==> src/rtl/fetch_stage.sv <==
// Instruction-fetch stage: owns the PC, drives a ready/valid instruction-memory
// port and the IF/ID register, honouring decode redirects and load-use stalls.
module fetch_stage #(
  parameter logic [31:0] RESET_PC  = 32'h0000_0000,
  parameter logic [31:0] NOP_INSTR = 32'h0000_0000
) (
  input  logic        clk,
  input  logic        reset,
  input  logic        isLWHazard,
  input  logic [1:0]  PCSourceD,
  input  logic [31:0] PC_B,
  input  logic [31:0] PC_J,
  output logic        imem_req,
  output logic [31:0] imem_addr,
  input  logic        imem_ready,
  input  logic [31:0] imem_rdata,
  output logic [31:0] PC4D,
  output logic [31:0] InstructionD,
  output logic [31:0] PCF
);

  typedef enum logic [1:0] {
    S_FETCH = 2'd0,
    S_HOLD  = 2'd1,
    S_KILL  = 2'd2
  } state_t;

  state_t      r_state, w_state_nxt;
  logic [31:0] r_pc, w_pc_nxt;
  logic [31:0] r_pc4d, w_pc4d_nxt;
  logic [31:0] r_instr, w_instr_nxt;
  logic [31:0] r_skid_pc4, w_skid_pc4_nxt;
  logic [31:0] r_skid_instr, w_skid_instr_nxt;
  logic [31:0] r_tgt, w_tgt_nxt;

  logic        w_req;
  logic        w_redirect;
  logic [31:0] w_target;
  logic [31:0] w_pc_inc;

  // Stall dominates: a redirect seen under a stall is dropped, and 2'b11 is sequential.
  assign w_redirect = ((PCSourceD == 2'b01) || (PCSourceD == 2'b10)) && !isLWHazard;
  assign w_target   = (PCSourceD == 2'b01) ? PC_B : PC_J;
  assign w_pc_inc   = r_pc + 32'd1;

  always_comb begin
    w_state_nxt      = r_state;
    w_pc_nxt         = r_pc;
    w_pc4d_nxt       = r_pc4d;
    w_instr_nxt      = r_instr;
    w_skid_pc4_nxt   = r_skid_pc4;
    w_skid_instr_nxt = r_skid_instr;
    w_tgt_nxt        = r_tgt;
    w_req            = 1'b0;
    case (r_state)
      S_FETCH: begin
        w_req = 1'b1;
        if (imem_ready) begin
          if (w_redirect) begin
            w_instr_nxt = NOP_INSTR;
            w_pc_nxt    = w_target;
          end else if (isLWHazard) begin
            // Decode cannot accept: park the completed fetch until the stall clears.
            w_skid_pc4_nxt   = w_pc_inc;
            w_skid_instr_nxt = imem_rdata;
            w_pc_nxt         = w_pc_inc;
            w_state_nxt      = S_HOLD;
          end else begin
            w_pc4d_nxt  = w_pc_inc;
            w_instr_nxt = imem_rdata;
            w_pc_nxt    = w_pc_inc;
          end
        end else begin
          if (w_redirect) begin
            // The request in flight keeps its address; its data is dropped in KILL.
            w_tgt_nxt   = w_target;
            w_instr_nxt = NOP_INSTR;
            w_state_nxt = S_KILL;
          end else if (!isLWHazard) begin
            w_instr_nxt = NOP_INSTR;
          end
        end
      end
      S_HOLD: begin
        if (!isLWHazard) begin
          if (w_redirect) begin
            w_instr_nxt = NOP_INSTR;
            w_pc_nxt    = w_target;
          end else begin
            w_pc4d_nxt  = r_skid_pc4;
            w_instr_nxt = r_skid_instr;
          end
          w_state_nxt = S_FETCH;
        end
      end
      S_KILL: begin
        w_req = 1'b1;
        if (!isLWHazard) w_instr_nxt = NOP_INSTR;
        if (imem_ready) begin
          w_pc_nxt    = r_tgt;
          w_state_nxt = S_FETCH;
        end
      end
      default: w_state_nxt = S_FETCH;
    endcase
  end

  always_ff @(posedge clk or posedge reset) begin
    if (reset) begin
      r_state      <= S_FETCH;
      r_pc         <= RESET_PC;
      r_pc4d       <= 32'h0;
      r_instr      <= NOP_INSTR;
      r_skid_pc4   <= 32'h0;
      r_skid_instr <= NOP_INSTR;
      r_tgt        <= 32'h0;
    end else begin
      r_state      <= w_state_nxt;
      r_pc         <= w_pc_nxt;
      r_pc4d       <= w_pc4d_nxt;
      r_instr      <= w_instr_nxt;
      r_skid_pc4   <= w_skid_pc4_nxt;
      r_skid_instr <= w_skid_instr_nxt;
      r_tgt        <= w_tgt_nxt;
    end
  end

  assign imem_req     = w_req && !reset;
  assign imem_addr    = r_pc;
  assign PCF          = r_pc;
  assign PC4D         = r_pc4d;
  assign InstructionD = r_instr;

endmodule
==> config.mk <==
export PLATFORM = sky130hd
export DESIGN_NAME = fetch_stage
export DESIGN_NICKNAME = d
export VERILOG_FILES = /design/src/rtl/fetch_stage.sv
export SDC_FILE = /design/constraint.sdc
export NUM_CORES = 1
export LEC_CHECK = 0
export ABC_AREA = 1
export CELL_PAD_IN_SITES_DETAIL_PLACEMENT = 0
export CELL_PAD_IN_SITES_GLOBAL_PLACEMENT = 1
export CORE_ASPECT_RATIO = 1.2
export CORE_UTILIZATION = 44
export CTS_CLUSTER_DIAMETER = 30
export DETAILED_ROUTE_END_ITERATION = 6
export DONT_BUFFER_PORTS = 1
export HOLD_SLACK_MARGIN = 0.05
export PLACE_DENSITY = 0.86
export SYNTH_ARGS = -nofsm -noshare
export SYNTH_HDL_FRONTEND = slang
export SYNTH_SLANG_ARGS = --single-unit
==> constraint.sdc <==
create_clock -name clk -period 7.3 [get_ports clk]
set_clock_uncertainty 0.1 [all_clocks]
set_input_delay 1.46 -clock clk [delete_from_list [all_inputs] [get_ports clk]]
set_output_delay 1.46 -clock clk [all_outputs]
set_load 0.02 [all_outputs]
* After elaboration in Yosys (flattened, before gate mapping)
Index checks and enable logic that the tools add are counted.
** Cells by class
- Divide/modulo/power cells :: 0
- Bitwise logic cells :: 2
- Magnitude comparators :: 0
- Eq/ne operators :: 15
- Reductions and logical operators :: 15
- Multiplexer cells :: 29
- Shift-type cells :: 0
- $add $sub $neg :: 1
- $mul :: 0
** Operators by type and width (number)
- $mux 32 :: 18
- $pmux 32 s3 :: 2
- $pmux 32 s2 :: 1
- $add 32x1->32 const B :: 1
- $ne 2x2->1 const B :: 7
- $mux 2 :: 6
- $reduce_and 5->1 :: 2
- $ne 3x3->1 const B :: 3
- $pmux 2 s3 :: 1
- $reduce_and 3->1 :: 2
- $reduce_and 6->1 :: 1
- $eq 2x1->1 const B :: 2
- $eq 2x2->1 const B :: 2
- $ne 4x4->1 const B :: 1
- $reduce_and 4->1 :: 1
- $reduce_bool 3->1 :: 1
- $logic_and 1x1->1 :: 2
- $logic_not 1->1 :: 2
- $logic_not 2->1 :: 1
- $not 1->1 :: 2
- $reduce_bool 2->1 :: 1
- $reduce_or 2->1 :: 1
- $logic_or 1x1->1 :: 1
- $mux 1 :: 1
** Word-level totals
- Register bits :: 194
- Latch bits :: 0
- Memory bits (read-only) :: 0
- RAM bits :: 0
- Input port bits :: 102
- Memories kept :: 0
- Output and inout port bits :: 129

* Longest topological paths before layout
Gate-level depths: netlist of run 1.
- Depth in word-level cells :: 6
- Depth in mapped cells :: 13
- Gate-level depth less buffers :: 12

* Worst setup path after synthesis of run 1
Ideal clock, no wire load.
- Kind :: input to output
- Start point :: input port reset
- End point :: output port imem_req
- Buffers on the path :: 0
- Data arrival time :: 1800 ps
- Setup slack :: 3940 ps
- Cell stages on the path :: 1
- Cell sequence :: a21oi_1
** Between the ends
- Word-level cells in the longest chain between the ends :: 2
** RTL lines
- from (decl) :: line 8 : input logic reset,
- $logic_not 1->1 :: line 128 : assign imem_req = w_req && !reset;
- $logic_and 1x1->1 :: line 128
- to (decl) :: line 13 : output logic imem_req,
No other way between the ends.

* Final worst setup path of run 1
- Start point :: register r_state[0]
- End point :: output port imem_req
** Between the ends
- Word-level cells in the longest chain between the ends :: 4
** RTL lines
- from (decl) :: line 28 : state_t r_state, w_state_nxt;
- from (signal assigned) :: line 118 : r_state <= w_state_nxt;
- $eq 2x2->1 / $logic_not 2->1 (equally long branches) :: line 55 : case (r_state)
- $reduce_or 2->1 (no source line) (*)
- $mux 1 (*) :: line 55
- $logic_and 1x1->1 (*) :: line 128
Every way passes the cells marked *; elsewhere a longest branch is shown, timed or not.

==> results of run 1 <==
==> tightest hold or removal path, cell delays in order, from the launching register on <==
cell	delay, ns
dfrtp_1	0.35
nand2_1	0.05
nand2_1	0.05
==> Yosys cell counts (all sizes together) <==
library cell | number | share of area
a21boi | 1 | 0.00070
a21oi | 94 | 0.046
a22oi | 22 | 0.015
a31oi | 1 | 0.00058
and2 | 30 | 0.017
buf | 74 | 0.045
clkbuf | 38 | 0.013
clkinv | 1 | 0.00035
dfrtp | 194 | 0.45
ha | 6 | 0.0070
inv | 147 | 0.051
mux2i | 3 | 0.0028
nand2 | 491 | 0.17
nand3 | 44 | 0.020
nand3b | 8 | 0.0056
nand4 | 1 | 0.0012
nor2 | 67 | 0.032
nor3 | 1 | 0.00046
o211ai | 9 | 0.0067
o21ai | 196 | 0.091
o22ai | 5 | 0.0029
or2 | 3 | 0.0017
xnor2 | 5 | 0.0041
xor2 | 9 | 0.011
==> cell usage in the layout (no fill, tap or decap), drive strengths merged, types with 8 or more instances in the layout <==
master	instances
nor2	67
nand3	44
and2	30
xor2	9
nand2	491
inv	154
o211ai	9
buf	8
clkbuf	17
nand3b	8
o21ai	196
a22oi	22
dfrtp	194
a21oi	94
==> cell type report <==
cell class | instances | area, um^2 | share of cell area
clock buffer | 17 | 425.4 | 0.03795
tap | 320 | 400.4 | 0.03572
multi-input combinational | 996 | 4761 | 0.4247
timing repair buffer | 8 | 60.06 | 0.005358
sequential | 194 | 4855 | 0.4331
clock inverter | 14 | 142.6 | 0.01272
inverter | 148 | 565.5 | 0.05045
==> stage by stage <==
| step | cell area [um^2] | util | instances |
|---|---|---|---|
| 3_3_place_gp | 10640 | 0.4439 | 1666 |
| 6_report | 11210 | 0.4676 | 1697 |
| 2_1_floorplan | 10790 | - | 1450 |
| 4_1_cts | 11210 | 0.4676 | 1697 |
| 3_5_place_dp | 10640 | 0.4439 | 1666 |
| 5_1_grt | 11210 | 0.4676 | 1697 |
==> how the worst max path moves through the flow <==
stage	startpoint	to	slack, ns	cells past startpoint
after floorplan	reset	InstructionD[0]	0.46	1
after CTS	PCSourceD[1]	PCF[4]	3.54	10
after detailed placement	PCSourceD[1]	PCF[4]	3.07	10
after global routing	PCSourceD[1]	PCF[3]	3.29	7
after global placement	PCSourceD[1]	PC4D[27]	3.12	11
final	r_state[0]	imem_req	3.57	5
==> layer usage <==
| metal | wire length (um) | global-route usage | up-vias | part of all wire |
|---|---|---|---|---|
| met5 | 0 | 0 | - | 0 |
| met1 | 12460 | 0.3066 | 4078 | 0.45 |
| met4 | 398 | 0.06028 | 0 | 0.014 |
| met3 | 1921 | 0.05684 | 29 | 0.069 |
| li1 | - | - | 4396 | - |
| met2 | 12880 | 0.3578 | 283 | 0.47 |
==> power groups by stage <==
stage	combinational, uW	sequential (uW)	clock [uW]
after floorplan	1730	2120	0
after global placement	1800	2370	0
after detailed placement	1830	2380	0
after CTS	1850	2360	940
after global routing	2150	2420	981
final	1840	2360	920
==> cell families after synthesis <==
family | after synthesis | synth area share
and+or+nand+nor | 645 | 0.2519
AOI/OAI and AO/OA | 328 | 0.1632
buffers and inverters | 260 | 0.1095
DFF | 194 | 0.4501
xor gates and xnor gates | 14 | 0.01554
adders and majority gates | 6 | 0.006960
muxes | 3 | 0.002784
==> registers in the layout (all words and copies together), names as in the netlist <==
name and cells:
r_tgt 32, r_state 2, PC4D 32, PCF 32, r_skid_pc4 32, InstructionD 32, r_skid_instr 32
==> impl_metrics.ini, run 1 <==
[grt]
grt_util_all_layers = 0.2258
grt_max_degree = 132
grt_pass1_wl_mm = 45.42
antenna_found_initial = 0
grt-ovfl-total = 0
grt_pass1_vias = 8218

[drt]
routedWlPerCell_um = 16.30
drt_pass1_iterations = 6
via_per_inst = 5.177
dr_total_vias = 8786
drt_iter0_drc = 484
drtAntennaViolNets = 0
wirelength_mm = 27.66
drc = 0

[synthesis]
synth_cells = 1450
syn_nets = 1558
yosysSeqAreaShare = 0.4501
syn_area_um2 = 10790
yosysWarnings = 0
syn_avg_cell_area_um2 = 7.439
ys_ff_latch = 194
synth_cell_types = 39

[clock_network]
hold_buffers = 0
root_buffer = clkbuf_16
clk_latency_ns = 0.44
cts_buffers = 17
clock_path_buffers = 2
cts_resized = 0
cts_tree = done
cts_sinks = 194
htreeDepth = 4
postCtsSetupBuffers = 0
clkSlewWorstSetupHoldPaths_ns = 0.08

[sta]
slew_headroom = 0.1410
fmax_mhz = 268.3
hold_viol = 0
worst_slew_pin_slew_ns = 1.287
rsz0062_at_grt = no
min_period_ns = 3.727
setup_tns_ns = 0
finalSetupViolations = 0
fin_hold_ws_ns = 0.3789
setup_slack_ns = 3.573
fin_crit_sh = 0.5106
slew_violations = 0

[floorplanning]
core-area_um2 = 23970
num_io_pins = 231
initial_utilization = 0.4500
num_rows = 62
die_height_um = 173.5
fp.dieW_um = 144.9
die_area_um2 = 25150

[power]
p_per_area_nw_per_um2 = 456.2
p_total_uw = 5114
clkPwrFrac = 0.180
ir_worst_vdd_v = 0.0003373
seq_power_share = 0.461
p_leak_uw = 0.005285
p_comb_frac = 0.359
internal_power_uw = 2598
switching_share = 0.4919
power_switching_uw = 2516

[worst_hold_path]
whs_path_depth = 2
hp-start = r_skid_pc4[1]
hold_end = r_skid_pc4[1]
min_path_type = reg2reg

[setup_path]
crit_path_start_kind = flop
cpPeakStageDelay_ns = 0.44
reg2regPathDepth = 8
r2r_end = InstructionD[8]
cp_top_family = buffers and inverters
crit_path_end_kind = primary output
worstPathRequired_ns = 5.74
cpMostUsedCell = inv_1
arrival_ns = 2.17
path_class = reg2out
r2r_setup_slack_ns = 3.72
cp_max_fo = 32
cp_slowest_cell = a21oi_1
crit_buf_inv = 3
worstPathCellList = inv_1 > ha_1 > buf_4 > inv_1 > a21oi_1
r2r_start = r_state[0]

[final_layout]
nets = 1473
antenna-diode-count = 0
drive_above_1_share = 0.06536
area_growth_pct = 3.921
fillers = 2381

[placement]
pre_cts_ws_ns = 3.072
hpwl_mm = 18.77
numPortBuffers = 0
gp_congestion = 0.8349

[run_status]
status = completed

[flow_run]
drv_cap = 0
Note: power is estimated with default switching activity, not from simulation.
==> run 2: changes to the inputs <==
--- a/config.mk
+++ b/config.mk
@@ -5,7 +5,7 @@
 export SDC_FILE = /design/constraint.sdc
 export NUM_CORES = 1
 export LEC_CHECK = 0
-export ABC_AREA = 1
+export ABC_AREA = 0
 export CELL_PAD_IN_SITES_DETAIL_PLACEMENT = 0
 export CELL_PAD_IN_SITES_GLOBAL_PLACEMENT = 1
 export CORE_ASPECT_RATIO = 1.2
@@ -14,7 +14,7 @@
 export DETAILED_ROUTE_END_ITERATION = 6
 export DONT_BUFFER_PORTS = 1
 export HOLD_SLACK_MARGIN = 0.05
-export PLACE_DENSITY = 0.86
+export PLACE_DENSITY = 0.83
 export SYNTH_ARGS = -nofsm -noshare
 export SYNTH_HDL_FRONTEND = slang
 export SYNTH_SLANG_ARGS = --single-unit
==> constraint.sdc (replaced) <==
create_clock -name clk -period 3.5 [get_ports clk]
set_clock_uncertainty 0.1 [all_clocks]
set_input_delay 0.7 -clock clk [delete_from_list [all_inputs] [get_ports clk]]
set_output_delay 0.7 -clock clk [all_outputs]
set_load 0.02 [all_outputs]
==> impl_metrics.ini, run 2 <==
[synthesis]
ys_ff_latch = 194
yosysWarnings = 0
syn_avg_cell_area_um2 = 9.331
synth_ff_type = dfrtp_1
yosysSeqAreaShare = 0.4773
synth.most_common_cell = dfrtp_1
synth_common_cells = dfrtp_1, nand2_1, o21ai_0
synth_cells = 1090
netlist.area_leader.share = 0.4773
synth.area.top_cells = dfrtp_1, mux2_2, nand2_1
async_flop_share = 1.000
syn_nets = 1198
synth_cell_types = 55
yosysTopAreaCell = dfrtp_1
syn_area_um2 = 10170
synth_edf_count = 0

[clock_network]
cts_tree = done
postCtsSetupBuffers = 0
clock_path_buffers = 2
clkSlewWorstSetupHoldPaths_ns = 0.07
hold_buffers = 0
cts_resized = 0
clk_latency_ns = 0.44
cts_sinks = 194
htreeDepth = 4
cts_buffers = 17
root_buffer = clkbuf_16

[setup_path]
crit_path_end_kind = flop
crit_path_start_kind = flop
r2r_setup_slack_ns = 0.56
worstPathRequired_ns = 3.72
cp_max_fo = 8
path_class = reg2reg
arrival_ns = 3.16

[floorplanning]
num_rows = 60
fp.dieW_um = 140.8
die_area_um2 = 23730
num_io_pins = 231
core-area_um2 = 22520
die_height_um = 168.6
initial_utilization = 0.4516

[drt]
routedWlPerCell_um = 20.53
drt_iter0_drc = 441
wirelength_mm = 27.23
drt_pass1_iterations = 5
drc = 0
drtAntennaViolNets = 0
via_per_inst = 5.950
dr_total_vias = 7890

[final_layout]
finish.instance_area_um2 = 10910
final_common_cell = dfrtp_1
antenna-diode-count = 0
drive_above_1_share = 0.1404
nets = 1142
area_growth_pct = 7.295
layout_common_cells = dfrtp_1, nand2_1, o21ai_0

[grt]
grt_pass1_wl_mm = 43.45
grt_util_all_layers = 0.2351
grt_pass1_vias = 7730
antenna_found_initial = 0
grt-ovfl-total = 0
grt_max_degree = 154

[power]
p_leak_uw = 0.004439
ir_worst_vdd_v = 0.0004104
p_per_area_nw_per_um2 = 994.7

[placement]
hpwl_mm = 18.89
gp_congestion = 0.8506
numPortBuffers = 0
place_area_um2 = 10320

[sta]
min_period_ns = 2.938
hold_viol = 0
fin_crit_sh = 0.8395
setup_tns_ns = 0
finalSetupViolations = 0
rsz0062_at_grt = no
fmax_mhz = 340.4
worst_slew_pin_slew_ns = 1.136
slew_violations = 0
slew_headroom = 0.2429

[flow_run]
drv_cap = 0

[run_status]
status = completed

[worst_hold_path]
min_path_type = in2async
==> run 2: cell types whose count changed after synthesis, sizes merged, moves of 14 or more <==
| cell | change |
|---|---|
| nand2 | -337 |
| inv | -130 |
| o21ai | -84 |
| mux2 | +62 |
| clkbuf | +33 |
| buf | -31 |
| a21oi | -25 |
| and2 | -24 |
| mux2i | +22 |
| nand2b | +15 |
| nand4 | +14 |
==> run 2: path summary, 6_finish.rpt <==
check                                    start                to  cells past startpoint
worst max-delay path                    PCF[3]          PC4D[22]                      5
worst min-delay path                     reset         r_tgt[18]                      2
worst max register to register          PCF[3]          PC4D[22]                      5
worst min register to register  r_skid_pc4[30]    r_skid_pc4[30]                      2
max in group asynchronous                reset           PCF[25]                      2
min in group clk                imem_rdata[21]  r_skid_instr[21]                      1
==> run 2: cells by family after synthesis <==
kind of cell / Yosys count / synth area share
and+or+nand+nor: 345 / 0.1560
AOI/OAI and AO/OA: 301 / 0.1827
DFF: 194 / 0.4773
buffers and inverters: 131 / 0.06102
muxes: 87 / 0.09325
xor gates and xnor gates: 26 / 0.02239
adders and majority gates: 6 / 0.007381
==> run 2: cell type report <==
cell class	instances	area (um^2)
Timing Repair Buffer	39	317.8
Clock inverter	10	126.4
Clock buffer	22	464.2
Tap cell	279	349.1
Fill cell	2115	11610
Multi-Input combinational cell	765	4733
Inverter	17	67.56
Sequential cell	194	4855
==> run 2: where the power goes <==
| part | switching (uW) | internal (uW) | total (uW) |
|---|---|---|---|
| clock | 890 | 1100 | 1990 |
| sequential | 1320 | 3260 | 4580 |
| combinational | 2670 | 1610 | 4280 |
==> run 2: through the flow <==
stage | setup slack (ns) | util | cells | hold slack [ns] | total power, uW
global placement | 0.6731 | 0.4583 | 1294 | 0.3550 | 8783
CTS | 0.5818 | 0.4846 | 1326 | 0.2353 | 10900
finish | 0.5619 | 0.4846 | 1326 | 0.2170 | 10860
global route | 0.3562 | 0.4846 | 1326 | 0.2624 | 11600
detailed placement | 0.5992 | 0.4583 | 1294 | 0.3645 | 8900
floorplan | 0.1956 | - | 1090 | 0.3418 | 7844
==> run 2: critical path, cell delays in order, from the launching register on <==
cell	delay, ns
dfrtp_1	0.71
nand4_1	0.42
nor2_1	0.60
nand4_1	0.34
and4_1	0.29
or3_1	0.35
==> run 2: layer usage <==
layer  part of all wire  vias up  global-route usage
met5                  0        -                   0
met4              0.018        0             0.06427
met3              0.070       31             0.06506
met2               0.48      247              0.3801
met1               0.43     3870              0.3095
li1                   -     3742                   -
